[src/rtl/mem_arb_if.sv]
// Requester-side bundle for mem_arb: two command ports with valid/ready
// handshake plus the tagged read-return path.
interface mem_arb_if #(
    parameter int MEM_SIZE  = 8,
    parameter int DATA_SIZE = 8
);
    logic                 req0, req1;
    logic                 we0, we1;
    logic [MEM_SIZE-1:0]  ad0, ad1;
    logic [1:0]           len0, len1;
    logic [DATA_SIZE-1:0] wd0, wd1;
    logic                 gnt0, gnt1;
    logic                 rvalid0, rvalid1;
    logic [DATA_SIZE-1:0] rdata;

    modport master (
        output req0, req1, we0, we1, ad0, ad1, len0, len1, wd0, wd1,
        input  gnt0, gnt1, rvalid0, rvalid1, rdata
    );

    modport slave (
        input  req0, req1, we0, we1, ad0, ad1, len0, len1, wd0, wd1,
        output gnt0, gnt1, rvalid0, rvalid1, rdata
    );
endinterface

[src/rtl/mem_arb.sv]
// Two-port round-robin arbiter and burst sequencer in front of a single-port
// memory with registered read. Commands are registered onto the memory port,
// burst addresses auto-increment, and read data comes back tagged per port.
module mem_arb #(
    parameter int MEM_SIZE  = 8,
    parameter int DATA_SIZE = 8
) (
    input  logic                 clk,
    input  logic                 rst,
    mem_arb_if.slave             bus,
    output logic [MEM_SIZE-1:0]  mem_ad,
    output logic                 mem_we,
    output logic [DATA_SIZE-1:0] mem_wd,
    input  logic [DATA_SIZE-1:0] mem_rd
);
    typedef enum logic {IDLE, BURST} state_t;

    state_t               state, state_nxt;
    logic                 own, last, bwe;
    logic [1:0]           cnt;
    logic [MEM_SIZE-1:0]  addr;

    logic [1:0]           req;
    logic                 issue, first, port;
    logic [MEM_SIZE-1:0]  beat_ad;
    logic                 beat_we;
    logic [DATA_SIZE-1:0] beat_wd;
    logic [1:0]           beat_len;

    logic                 tv1, tp1, tv2, tp2;

    assign req = {bus.req1, bus.req0};

    // Arbitration, beat selection and next-state decode.
    always_comb begin
        issue     = 1'b0;
        first     = 1'b0;
        port      = own;
        state_nxt = state;
        case (state)
            IDLE: begin
                if (req[0] && req[1]) port = ~last;
                else                  port = req[1];
                issue = |req;
                first = issue;
            end
            BURST: begin
                port  = own;
                // Reads stream unconditionally; writes wait for fresh data.
                issue = bwe ? req[own] : 1'b1;
                if (issue && cnt == 2'd1) state_nxt = IDLE;
            end
            default: state_nxt = IDLE;
        endcase
        beat_len = port ? bus.len1 : bus.len0;
        beat_ad  = first ? (port ? bus.ad1 : bus.ad0) : addr;
        beat_we  = first ? (port ? bus.we1 : bus.we0) : bwe;
        beat_wd  = port ? bus.wd1 : bus.wd0;
        if (first && beat_len != 2'd0) state_nxt = BURST;
    end

    assign bus.gnt0    = issue & ~port & rst;
    assign bus.gnt1    = issue &  port & rst;
    assign bus.rvalid0 = tv2 & ~tp2;
    assign bus.rvalid1 = tv2 &  tp2;
    assign bus.rdata   = mem_rd;

    // State register.
    always_ff @(posedge clk or negedge rst) begin
        if (!rst) state <= IDLE;
        else      state <= state_nxt;
    end

    // Burst bookkeeping and registered memory command.
    always_ff @(posedge clk or negedge rst) begin
        if (!rst) begin
            own    <= 1'b0;
            last   <= 1'b1;
            bwe    <= 1'b0;
            cnt    <= '0;
            addr   <= '0;
            mem_ad <= '0;
            mem_we <= 1'b0;
            mem_wd <= '0;
        end else begin
            mem_we <= issue & beat_we;
            if (issue) begin
                mem_ad <= beat_ad;
                mem_wd <= beat_wd;
                addr   <= beat_ad + MEM_SIZE'(1);
                if (first) begin
                    own  <= port;
                    last <= port;
                    bwe  <= beat_we;
                    cnt  <= beat_len;
                end else begin
                    cnt  <= cnt - 2'd1;
                end
            end
        end
    end

    // Two-stage read tag pipeline aligned with the memory's read latency.
    always_ff @(posedge clk or negedge rst) begin
        if (!rst) begin
            tv1 <= 1'b0;
            tp1 <= 1'b0;
            tv2 <= 1'b0;
            tp2 <= 1'b0;
        end else begin
            tv1 <= issue & ~beat_we;
            tp1 <= port;
            tv2 <= tv1;
            tp2 <= tp1;
        end
    end
endmodule
[src/flat_wrapper.sv]
// flat-port wrapper written by rule: the top's interface ports become plain ports
module mem_arb_flat 
#(
    parameter int MEM_SIZE  = 8,
    parameter int DATA_SIZE = 8
)
  (clk, rst, mem_ad, mem_we, mem_wd, mem_rd, bus_req0, bus_req1, bus_we0, bus_we1, bus_ad0, bus_ad1, bus_len0, bus_len1, bus_wd0, bus_wd1, bus_gnt0, bus_gnt1, bus_rvalid0, bus_rvalid1, bus_rdata);
  mem_arb_if #(.MEM_SIZE(MEM_SIZE), .DATA_SIZE(DATA_SIZE)) bus_i ();
  input  logic clk;
  input  logic rst;
  output logic [MEM_SIZE-1:0] mem_ad;
  output logic mem_we;
  output logic [DATA_SIZE-1:0] mem_wd;
  input  logic [DATA_SIZE-1:0] mem_rd;
  input wire logic [$bits(bus_i.req0)-1:0] bus_req0;
  input wire logic [$bits(bus_i.req1)-1:0] bus_req1;
  input wire logic [$bits(bus_i.we0)-1:0] bus_we0;
  input wire logic [$bits(bus_i.we1)-1:0] bus_we1;
  input wire logic [$bits(bus_i.ad0)-1:0] bus_ad0;
  input wire logic [$bits(bus_i.ad1)-1:0] bus_ad1;
  input wire logic [$bits(bus_i.len0)-1:0] bus_len0;
  input wire logic [$bits(bus_i.len1)-1:0] bus_len1;
  input wire logic [$bits(bus_i.wd0)-1:0] bus_wd0;
  input wire logic [$bits(bus_i.wd1)-1:0] bus_wd1;
  output wire logic [$bits(bus_i.gnt0)-1:0] bus_gnt0;
  output wire logic [$bits(bus_i.gnt1)-1:0] bus_gnt1;
  output wire logic [$bits(bus_i.rvalid0)-1:0] bus_rvalid0;
  output wire logic [$bits(bus_i.rvalid1)-1:0] bus_rvalid1;
  output wire logic [$bits(bus_i.rdata)-1:0] bus_rdata;
  assign bus_i.req0 = bus_req0;
  assign bus_i.req1 = bus_req1;
  assign bus_i.we0 = bus_we0;
  assign bus_i.we1 = bus_we1;
  assign bus_i.ad0 = bus_ad0;
  assign bus_i.ad1 = bus_ad1;
  assign bus_i.len0 = bus_len0;
  assign bus_i.len1 = bus_len1;
  assign bus_i.wd0 = bus_wd0;
  assign bus_i.wd1 = bus_wd1;
  assign bus_gnt0 = bus_i.gnt0;
  assign bus_gnt1 = bus_i.gnt1;
  assign bus_rvalid0 = bus_i.rvalid0;
  assign bus_rvalid1 = bus_i.rvalid1;
  assign bus_rdata = bus_i.rdata;
  mem_arb #(.MEM_SIZE(MEM_SIZE), .DATA_SIZE(DATA_SIZE)) u_core (.clk(clk), .rst(rst), .bus(bus_i), .mem_ad(mem_ad), .mem_we(mem_we), .mem_wd(mem_wd), .mem_rd(mem_rd));
endmodule
[config.mk]
export PLATFORM = sky130hd
export DESIGN_NAME = mem_arb_flat
export DESIGN_NICKNAME = d
export VERILOG_FILES = /design/src/rtl/mem_arb_if.sv /design/src/rtl/mem_arb.sv /design/src/flat_wrapper.sv
export SDC_FILE = /design/constraint.sdc
export NUM_CORES = 1
export LEC_CHECK = 0
export ABC_CLOCK_PERIOD_IN_PS = 4700
export CORE_ASPECT_RATIO = 0.5
export CORE_MARGIN = 10
export CORE_UTILIZATION = 46
export DETAILED_ROUTE_END_ITERATION = 12
export GPL_ROUTABILITY_DRIVEN = 0
export MAX_ROUTING_LAYER = met4
export PLACE_DENSITY = 0.85
export RECOVER_POWER = 25
export SYNTH_ARGS = -nofsm -noshare
export SYNTH_HDL_FRONTEND = slang
export SYNTH_SLANG_ARGS = --single-unit
[constraint.sdc]
create_clock -name clk -period 4.7 [get_ports clk]
set_input_delay 0.94 -clock clk [delete_from_list [all_inputs] [get_ports clk]]
set_output_delay 0.94 -clock clk [all_outputs]
set_load 0.05 [all_outputs]
Yosys cells after proc, flatten, opt, wreduce, memory -nomap -nowiden
Index checks and enable logic that the tools add are counted.
Storage, ports and cells
  bits of input ports: 50
  register bits: 35
Operators by class
  reduce and logical (&&, ||, !) cells: 6
  eq/ne operators: 1
  bitwise logic cells: 13
  add/sub/neg operators: 2
  muxes and demuxes: 17
  magnitude comparators: 1
Operators with widths (count)
  $mux W8: 3
  $mux W1: 10
  $add A8 B1 Y8 const B: 1
  $and A1 B1 Y1: 8
  $not A1 Y1: 5
  $mux W2: 2
  $pmux W1 S2: 2
  $logic_and A1 B1 Y1: 3
  $eq A2 B1 Y1 const B: 1
  $lt A1 B2 Y1 const B: 1
  $reduce_and A2 Y1: 1
  $reduce_bool A2 Y1: 1
  $reduce_or A2 Y1: 1
  $sub A2 B1 Y2 const B: 1

Logic depth before layout (Yosys ltp)
Gate-level depths: netlist (run 1).
  depth after elaboration: 7
  depth in mapped cells: 11
  mapped depth without buffers: 9

Least setup slack after synthesis (run 1)
No wires, ideal clock.
  kind: input -> output
  start point: in bus_req0
  end point: out bus_gnt0
  stages: 5
  path buffers: 2
  setup slack: 1.439 ns
  arrival time: 2.321 ns
  required time: 3.760 ns
  path through: buf_4 nand2_1 a22oi_2 buf_2 and3_1
On the way
  cells in the longest elaborated chain, start to end: 6
  elaborated cells between the ends (all ways): 11
  classes of those cells: 6 x mux; 3 x bitwise; 2 x reduce/logical
Ends and longest elaborated chain
  from (decl): RTL line flat_wrapper.sv:15  | input wire logic [$bits(bus_i.req0)-1:0] bus_req0;
  $mux W1 (not written as such) or $logic_and A1 B1 Y1 (tied branches): RTL line mem_arb.sv:50, mem_arb.sv:42
  $mux W1, on equally long branches: RTL line mem_arb.sv:50, mem_arb.sv:42
  $mux W1 or $pmux W1 S2 (tied branches): RTL line mem_arb.sv:50, mem_arb.sv:40
  $pmux W1 S2 or $not A1 Y1 (tied branches): RTL line mem_arb.sv:40, mem_arb.sv:62
  $and A1 B1 Y1 * (2 in a row): RTL line mem_arb.sv:62  | assign bus.gnt0 = issue & ~port & rst;
  to (decl): RTL line flat_wrapper.sv:25  | output wire logic [$bits(bus_i.gnt0)-1:0] bus_gnt0;
Mark *: on every way between the ends. The rest lies on a longest branch, timed or not. The select of a mux whose other input is x is not followed.

Worst setup path in the final report (run 1)
  start point: in bus_req0
  end point: out bus_gnt1
On the way
  elaborated cells between the ends (all ways): 10
  classes of those cells: 6 x mux; 2 x bitwise; 2 x reduce/logical
RTL lines
  $logic_and A1 B1 Y1: RTL line mem_arb.sv:42  | if (req[0] && req[1]) port = ~last;
  $mux W1: RTL line mem_arb.sv:42
  $pmux W1 S2: RTL line mem_arb.sv:40  | case (state)
  net u_core.port: RTL line mem_arb.sv:24  | logic issue, first, port;
  $and A1 B1 Y1 (2 in a row): RTL line mem_arb.sv:63  | assign bus.gnt1 = issue & port & rst;
  to (decl): RTL line flat_wrapper.sv:26  | output wire logic [$bits(bus_i.gnt1)-1:0] bus_gnt1;
The timed path passes the listed nets, and every way through them passes these cells. The select of a mux whose other input is x is not followed.

==> qor.csv, run 1 <==
stage,metric,value,unit
yosys,synth_area,1884,um2
pwr,combPwrFrac,58.1,%
yosys,ys_seq_area_share,46.55,%
pwr,p_per_area,801.4,nW/um2
finish,drive_above_1_share,9.881,%
min_path,min_path_type,reg2reg,
clock_network,cts_tree,yes,
grt,grt-busiest-layer,met2,
routing,first_iter_violations,87,
sta,period_needed,3.887,ns
finish,antenna_cells,0,
clock_network,cts_buffer_depth,2,
clock_network,cts-htree-levels,2,
worst_setup_path,critPathRequiredTime,3.76,ns
sta,worstMarginPinSlew,1.121,ns
placed_design,place_area,2487,um2
pwr,irDropWorstVdd,0.4306,mV
finish,final_nets,304,
worst_setup_path,critPathTopFamily,buffers and inverters,
clock_network,clkSinkCount,35,
worst_setup_path,slowest_stage,clkdlybuf4s50_1,
routing,wire_per_inst,16.41,um
yosys,syn-instance-count,200,
clock_network,clk_pin_slew,0.07,ns
sta,finalCritPeriodShare,82.71,%
yosys,synthesis.nets,252,
sta,finalSetupViolCount,0,
pwr,fin_total_pwr,0.002100,W
floorplanning,start_util,48.02,%
clock_network,cts_resized,0,
finish,postLayoutCellArea,2620,um2
pwr,pwr-share-seq,26.6,%
routing,detail-route-antenna-nets,0,
finish,synthToLayoutAreaGrowth,39.04,%
pwr,clock_power_share,15.3,%
worst_setup_path,end_kind,output pin,
placed_design,portBuffers,62,
floorplanning,die_w,110.5,um
grt,grtUsageMet1,15.78,%
sta,fmax,257.3,MHz
sta,finalHoldViolations,0,
yosys,ys_seq_elements,35,
grt,grt.total_usage,14.38,%
routing,vias_per_cell,5.326,
worst_setup_path,cp_num_buf_inv,3,
sta,maxSlewHeadroom,25.30,%
min_path,hold_path_depth,0,
floorplanning,ioPinCount,79,
clock_network,cts_hold_buf,0,
routing,drc,0,
pwr,power.share.switching,46.33,%
worst_setup_path,worstSetupPathType,in2out,
worst_setup_path,r2r_cells,9,
placed_design,hpwlAfterDp,3836,um
worst_setup_path,crit_cells,6,
sta,slew_violations,0,
floorplanning,dieArea,7212,um2
grt,antenna_found_initial,0,
pwr,leakagePower,1.112,nW
grt,grt_pass1_vias,1713,
clock_network,clk_latency,0.29,ns
sta,rsz0062_at_grt,false,
worst_setup_path,cpPeakStageDelay,0.68,ns
yosys,yosysWarnings,0,
routing,routed_wl,5038,um
grt,grt.met3_usage,3.170,%
sta,tns,0,ns
finish,layout_commonest_cell,clkdlybuf4s50_1,
clock_network,post-cts-setup-buffer-count,0,
run,maxCapViolCount,0,
sta,skew,0.006549,ns
floorplanning,rows,16,
grt,grt_util_met2,25.66,%
floorplanning,core,3924,um2
routing,via_count,1635,
worst_setup_path,arrival,2.95,ns
run_status,outcome,"finished, final reports clean",
grt,grt_pass1_wl,8542,um
grt,grt-ovfl-total,0,
yosys,syn-mean-instance-area,9.422,um2
grt,grt_max_degree,38,
pwr,intPower,0.001127,W
finish,layout_common_cells,"59 x clkdlybuf4s50_1, 43 x nand2_1, 34 x dfrtp_1",
floorplanning,die_h,65.26,um
yosys,ys_types,38,
clock_network,clockRootBuffer,clkbuf_8,
routing,dr.pass1.iters,4,
worst_setup_path,startpoint_type,primary input,
worst_setup_path,crit_path_max_fanout,9,
worst_setup_path,critical_path.cell_chain,clkdlybuf4s50_1 -> nand2_1 -> a22oi_2 -> inv_1 -> and3_1 -> buf_4,
pwr,p_switching,0.0009727,W
clock_network,cts_buffers,5,
-- state kept, by name, summed over array words and instances, names as in the netlist --
signal         flops
u_core.addr        8
u_core.mem_ad      8
u_core.mem_wd      8
u_core.cnt         2
u_core.bwe         1
u_core.last        1
u_core.mem_we      1
u_core.own         1
u_core.state       1
u_core.tp1         1
u_core.tp2         1
u_core.tv1         1
u_core.tv2         1
-- cells by family (layout without fill, tap and decap cells) --
logic type / after synthesis / count (layout) / share of synthesized area [%]
XOR/XNOR: 5 / 5 / 2.324
buffers and inverters: 23 / 76 / 7.702
AND/OR/NAND/NOR: 79 / 79 / 18.66
adder cells (fa/ha/maj): 2 / 2 / 1.328
AO/OA/AOI/OAI: 43 / 43 / 16.53
flip-flops: 35 / 35 / 46.55
multiplexers: 13 / 13 / 6.905
-- through the flow --
stage               hold slack, ns  util [%]  std cells  worst slack, ns
floorplan                   0.3312         -        200            1.439
global placement            0.3334     63.39        299           0.9178
detailed placement          0.3365     63.39        299           0.8008
CTS                         0.3527     66.77        307           0.7966
global route                0.3729     66.77        307           0.6546
finish                      0.3512     66.77        307           0.8127
-- area by class of cell --
type / count / area [um2]
Tap cell: 54 / 67.56
Multi-Input combinational cell: 142 / 880.8
Inverter: 3 / 11.26
Clock inverter: 2 / 60.06
Fill cell: 326 / 1304
Sequential cell: 35 / 877.1
Timing Repair Buffer: 65 / 650.6
Clock buffer: 6 / 72.57
-- final timing paths --
kind                               from        endpoint  slack [ns]
setup / recovery               bus_req0        bus_gnt1        0.81
hold / removal               u_core.tp1      u_core.tp2        0.35
setup reg to reg           u_core.state  u_core.addr[6]        2.17
hold reg to reg              u_core.tp1      u_core.tp2        0.35
max in group asynchronous           rst     u_core.last        3.22
min in group asynchronous           rst      u_core.tv2        1.13
-- Yosys cell counts (all sizes together) --
cell	count	area, um2
nor3b	1	7.510
nor2b	3	21.27
a22oi	1	12.51
o211ai	1	7.510
and2	3	18.77
xnor2	3	26.28
o32ai	1	8.760
nand2b	2	12.51
a22o	1	8.760
o21a	1	7.510
a31o	1	8.760
nor2	13	48.80
a21oi	3	15.01
nand2	43	161.4
a311oi	1	8.760
xor2	2	17.52
ha	2	25.02
nand3	10	55.05
o21ba	1	16.27
a31oi	8	87.58
o32a	1	10.01
o21ai	21	105.1
o31ai	2	15.01
dfrtp	34	850.8
and3	2	12.51
dfstp	1	26.28
or4	1	7.510
inv	3	11.26
clkbuf	6	22.52
buf	14	111.4
nand4	1	6.260
mux2i	13	130.1
-- power by group through the flow --
stage          clock, W  sequential (W)  combinational [W]
2_1_floorplan         0        0.000796           0.000639
3_5_place_dp          0        0.000564            0.00122
6_report       0.000320        0.000559            0.00122
5_1_grt        0.000339        0.000581            0.00133
4_1_cts        0.000322        0.000559            0.00123
3_3_place_gp          0        0.000552            0.00119
-- layer usage --
metal  vias up  part of all wire [%]
li1        789                     -
met1       782                    41
met2        52                    52
met3        12                   4.4
met4         0                   2.5
met5         -                     0
(Power assumes the default switching activity.)
==> inputs of run 2 (changes only) <==
--- a/config.mk
+++ b/config.mk
@@ -5,14 +5,14 @@
 export SDC_FILE = /design/constraint.sdc
 export NUM_CORES = 1
 export LEC_CHECK = 0
-export ABC_CLOCK_PERIOD_IN_PS = 4700
+export ABC_CLOCK_PERIOD_IN_PS = 3600
 export CORE_ASPECT_RATIO = 0.5
 export CORE_MARGIN = 10
-export CORE_UTILIZATION = 46
+export CORE_UTILIZATION = 43
 export DETAILED_ROUTE_END_ITERATION = 12
 export GPL_ROUTABILITY_DRIVEN = 0
 export MAX_ROUTING_LAYER = met4
-export PLACE_DENSITY = 0.85
+export PLACE_DENSITY = 0.81
 export RECOVER_POWER = 25
 export SYNTH_ARGS = -nofsm -noshare
 export SYNTH_HDL_FRONTEND = slang
==> constraint.sdc (replaced) <==
create_clock -name clk -period 3.6 [get_ports clk]
set_input_delay 0.72 -clock clk [delete_from_list [all_inputs] [get_ports clk]]
set_output_delay 0.72 -clock clk [all_outputs]
set_load 0.05 [all_outputs]
==> qor.csv, run 2 (synthesis results as in run 1) <==
stage,metric,value,unit,change
run_status,outcome,"finished, final reports clean",,unchanged
floorplanning,die_h,66.81,um,was 65.26 um
clock_network,cts_buffer_depth,2,,unchanged
sta,slew_violations,0,,unchanged
pwr,power.share.switching,47.91,%,was 46.33%
pwr,p_switching,0.001263,W,was 0.0009727 W
worst_setup_path,startpoint_type,primary input,,unchanged
sta,period_needed,3.143,ns,
grt,grt.total_usage,13.57,%,was 14.38%
min_path,min_from,u_core.tp1,,unchanged
clock_network,cts_hold_buf,0,,unchanged
pwr,pwr-share-seq,27.4,%,was 26.6%
worst_setup_path,arrival,2.42,ns,was 2.95 ns
clock_network,cts_tree,yes,,unchanged
routing,first_iter_violations,71,,was 87
grt,grt_pass1_wl,8066,um,was 8542 um
grt,grt_pass1_vias,1625,,was 1713
finish,layout_commonest_cell,clkdlybuf4s50_1,,unchanged
worst_setup_path,rr_endpoint,u_core.addr[7],,was u_core.addr[6]
worst_setup_path,rr_startpoint,u_core.last,,was u_core.state
pwr,p_per_area,1016,nW/um2,was 801.4 nW/um2
floorplanning,ioPinCount,79,,unchanged
worst_setup_path,crit_start,bus_req0,,unchanged
pwr,combPwrFrac,60.7,%,was 58.1%
sta,maxSlewHeadroom,23.44,%,was 25.30%
finish,drive_above_1_share,10.59,%,was 9.881%
sta,tns,0,ns,unchanged
sta,hold_slack,0.3528,ns,was 0.3512 ns
clock_network,post-cts-setup-buffer-count,0,,unchanged
pwr,irDropWorstVdd,0.4556,mV,was 0.4306 mV
clock_network,cts_resized,0,,unchanged
routing,routed_wl,4956,um,was 5038 um
routing,via_count,1598,,was 1635
floorplanning,core,4064,um2,was 3924 um2
finish,layout_common_cells,"59 x clkdlybuf4s50_1, 43 x nand2_1, 34 x dfrtp_1",,unchanged
clock_network,clockRootBuffer,clkbuf_8,,unchanged
clock_network,clk_pin_slew,0.07,ns,about the same
sta,worstMarginPinSlew,1.148,ns,was 1.121 ns
sta,skew,0.007120,ns,was 0.006549 ns
worst_setup_path,critPathRequiredTime,2.88,ns,was 3.76 ns
sta,layout_setup_ws,0.4575,ns,was 0.8127 ns
sta,finalCritPeriodShare,87.29,%,
grt,grt_util_met2,22.59,%,was 25.66%
grt,grt-ovfl-total,0,,unchanged
clock_network,cts_buffers,5,,unchanged
worst_setup_path,reg2reg_slack,1.17,ns,was 2.17 ns
grt,grt_max_degree,25,,was 38
placed_design,dpl_worst_slack,0.3773,ns,was 0.8008 ns
finish,final_util,63.89,%,was 66.77%
worst_setup_path,critical_path.cell_chain,clkdlybuf4s50_1 -> buf_4 -> nor2_1 -> a31oi_1 -> o32a_1 -> and3_1 -> buf_12,,was clkdlybuf4s50_1 -> nand2_1 -> a22oi_2 -> inv_1 -> and3_1 -> buf_4
sta,finalHoldViolations,0,,unchanged
run,maxCapViolCount,0,,unchanged
worst_setup_path,crit_path_max_fanout,6,,was 9
floorplanning,start_util,46.37,%,was 48.02%
routing,drc,0,,unchanged
grt,grt-busiest-layer,met2,,unchanged
pwr,leakagePower,1.100,nW,was 1.112 nW
finish,regArea,877.1,um2,unchanged
routing,wire_per_inst,16.04,um,was 16.41 um
routing,detail-route-antenna-nets,0,,unchanged
finish,synthToLayoutAreaGrowth,37.78,%,was 39.04%
sta,rsz0062_at_grt,false,,unchanged
worst_setup_path,slowest_stage,clkdlybuf4s50_1,,unchanged
finish,antenna_cells,0,,unchanged
clock_network,cts-htree-levels,2,,unchanged
worst_setup_path,end_kind,output pin,,unchanged
min_path,min_path_type,reg2reg,,unchanged
finish,fillers,340,,was 326
pwr,clock_power_share,11.9,%,was 15.3%
routing,vias_per_cell,5.172,,was 5.326
grt,antenna_found_initial,0,,unchanged
min_path,whs_endpoint,u_core.tp2,,unchanged
worst_setup_path,worstSetupPathType,in2out,,unchanged
pwr,fin_total_pwr,0.002637,W,was 0.002100 W
routing,dr.pass1.iters,4,,unchanged
worst_setup_path,cpPeakStageDelay,0.49,ns,was 0.68 ns
floorplanning,rows,16,,unchanged
sta,fmax,318.2,MHz,
placed_design,portBuffers,62,,unchanged
finish,reg.largest.list,"u_core.addr: 8 flops, u_core.mem_ad: 8 flops, u_core.mem_wd: 8 flops",,unchanged
min_path,hold_path_depth,0,,unchanged
finish,final_nets,306,,was 304
grt,grtUsageMet1,15.42,%,was 15.78%
grt,grt.met3_usage,3.575,%,was 3.170%
finish,multi_input_area,880.8,um2,unchanged
floorplanning,dieArea,7591,um2,was 7212 um2
placed_design,hpwlAfterDp,3896,um,was 3836 um
clock_network,clk_latency,0.29,ns,about the same
sta,finalSetupViolCount,0,,unchanged
pwr,intPower,0.001373,W,was 0.001127 W
worst_setup_path,r2r_cells,7,,was 9
clock_network,clkSinkCount,35,,unchanged
floorplanning,die_w,113.6,um,was 110.5 um
-- run 2: cell types whose count changed in the layout (fill, tap and decap cells not counted), sizes merged --
cell,before,now
dlygate4sd3,1,0
buf,5,6
clkbuf,6,9
clkinvlp,0,1
bufinv,2,0
-- run 2: through the flow --
stage	area [um2]	cells
after global placement	2497	301
after CTS	2601	309
after global routing	2596	309
after floorplan	1884	200
final	2596	309
after detailed placement	2497	301
-- run 2: cell type report --
class | count | area share [%]
Multi-Input combinational cell | 142 | 33.93
Sequential cell | 35 | 33.78
Timing Repair Buffer | 67 | 25.25
Clock buffer | 7 | 3.711
Tap cell | 54 | 2.602
Inverter | 3 | 0.4337
Clock inverter | 1 | 0.2892
-- run 2: metal layers --
layer	up-vias	wire [um]
met1	755	2098
met5	-	0
li1	784	-
met4	0	82
met2	46	2496
met3	13	279
-- run 2: worst max-delay path by stage --
| stage | to | slack (ns) | depth (start not counted) |
|---|---|---|---|
| 6_report | bus_gnt0 | 0.46 | 7 |
| 5_1_grt | bus_gnt1 | 0.37 | 6 |
| 4_1_cts | bus_gnt0 | 0.46 | 7 |
| 3_5_place_dp | u_core.addr[6] | 0.38 | 10 |
| 3_3_place_gp | u_core.addr[7] | 0.49 | 7 |
| 2_1_floorplan | bus_gnt0 | 0.78 | 5 |
-- run 2: power groups by stage --
| stage | clock (W) | combinational (W) | sequential [W] |
|---|---|---|---|
| after CTS | 0.000319 | 0.00161 | 0.000723 |
| after global placement | 0 | 0.00157 | 0.000720 |
| after global routing | 0.000340 | 0.00173 | 0.000753 |
| after floorplan | 0 | 0.000834 | 0.00104 |
| final | 0.000313 | 0.00160 | 0.000723 |
| after detailed placement | 0 | 0.00161 | 0.000729 |
-- run 2: critical path, delay by kind of cell --
| kind | cells | cell delay [ns] |
|---|---|---|
| simple gates | 2 | 0.29 |
| compound gates | 2 | 0.61 |
| buf+inv | 3 | 0.80 |
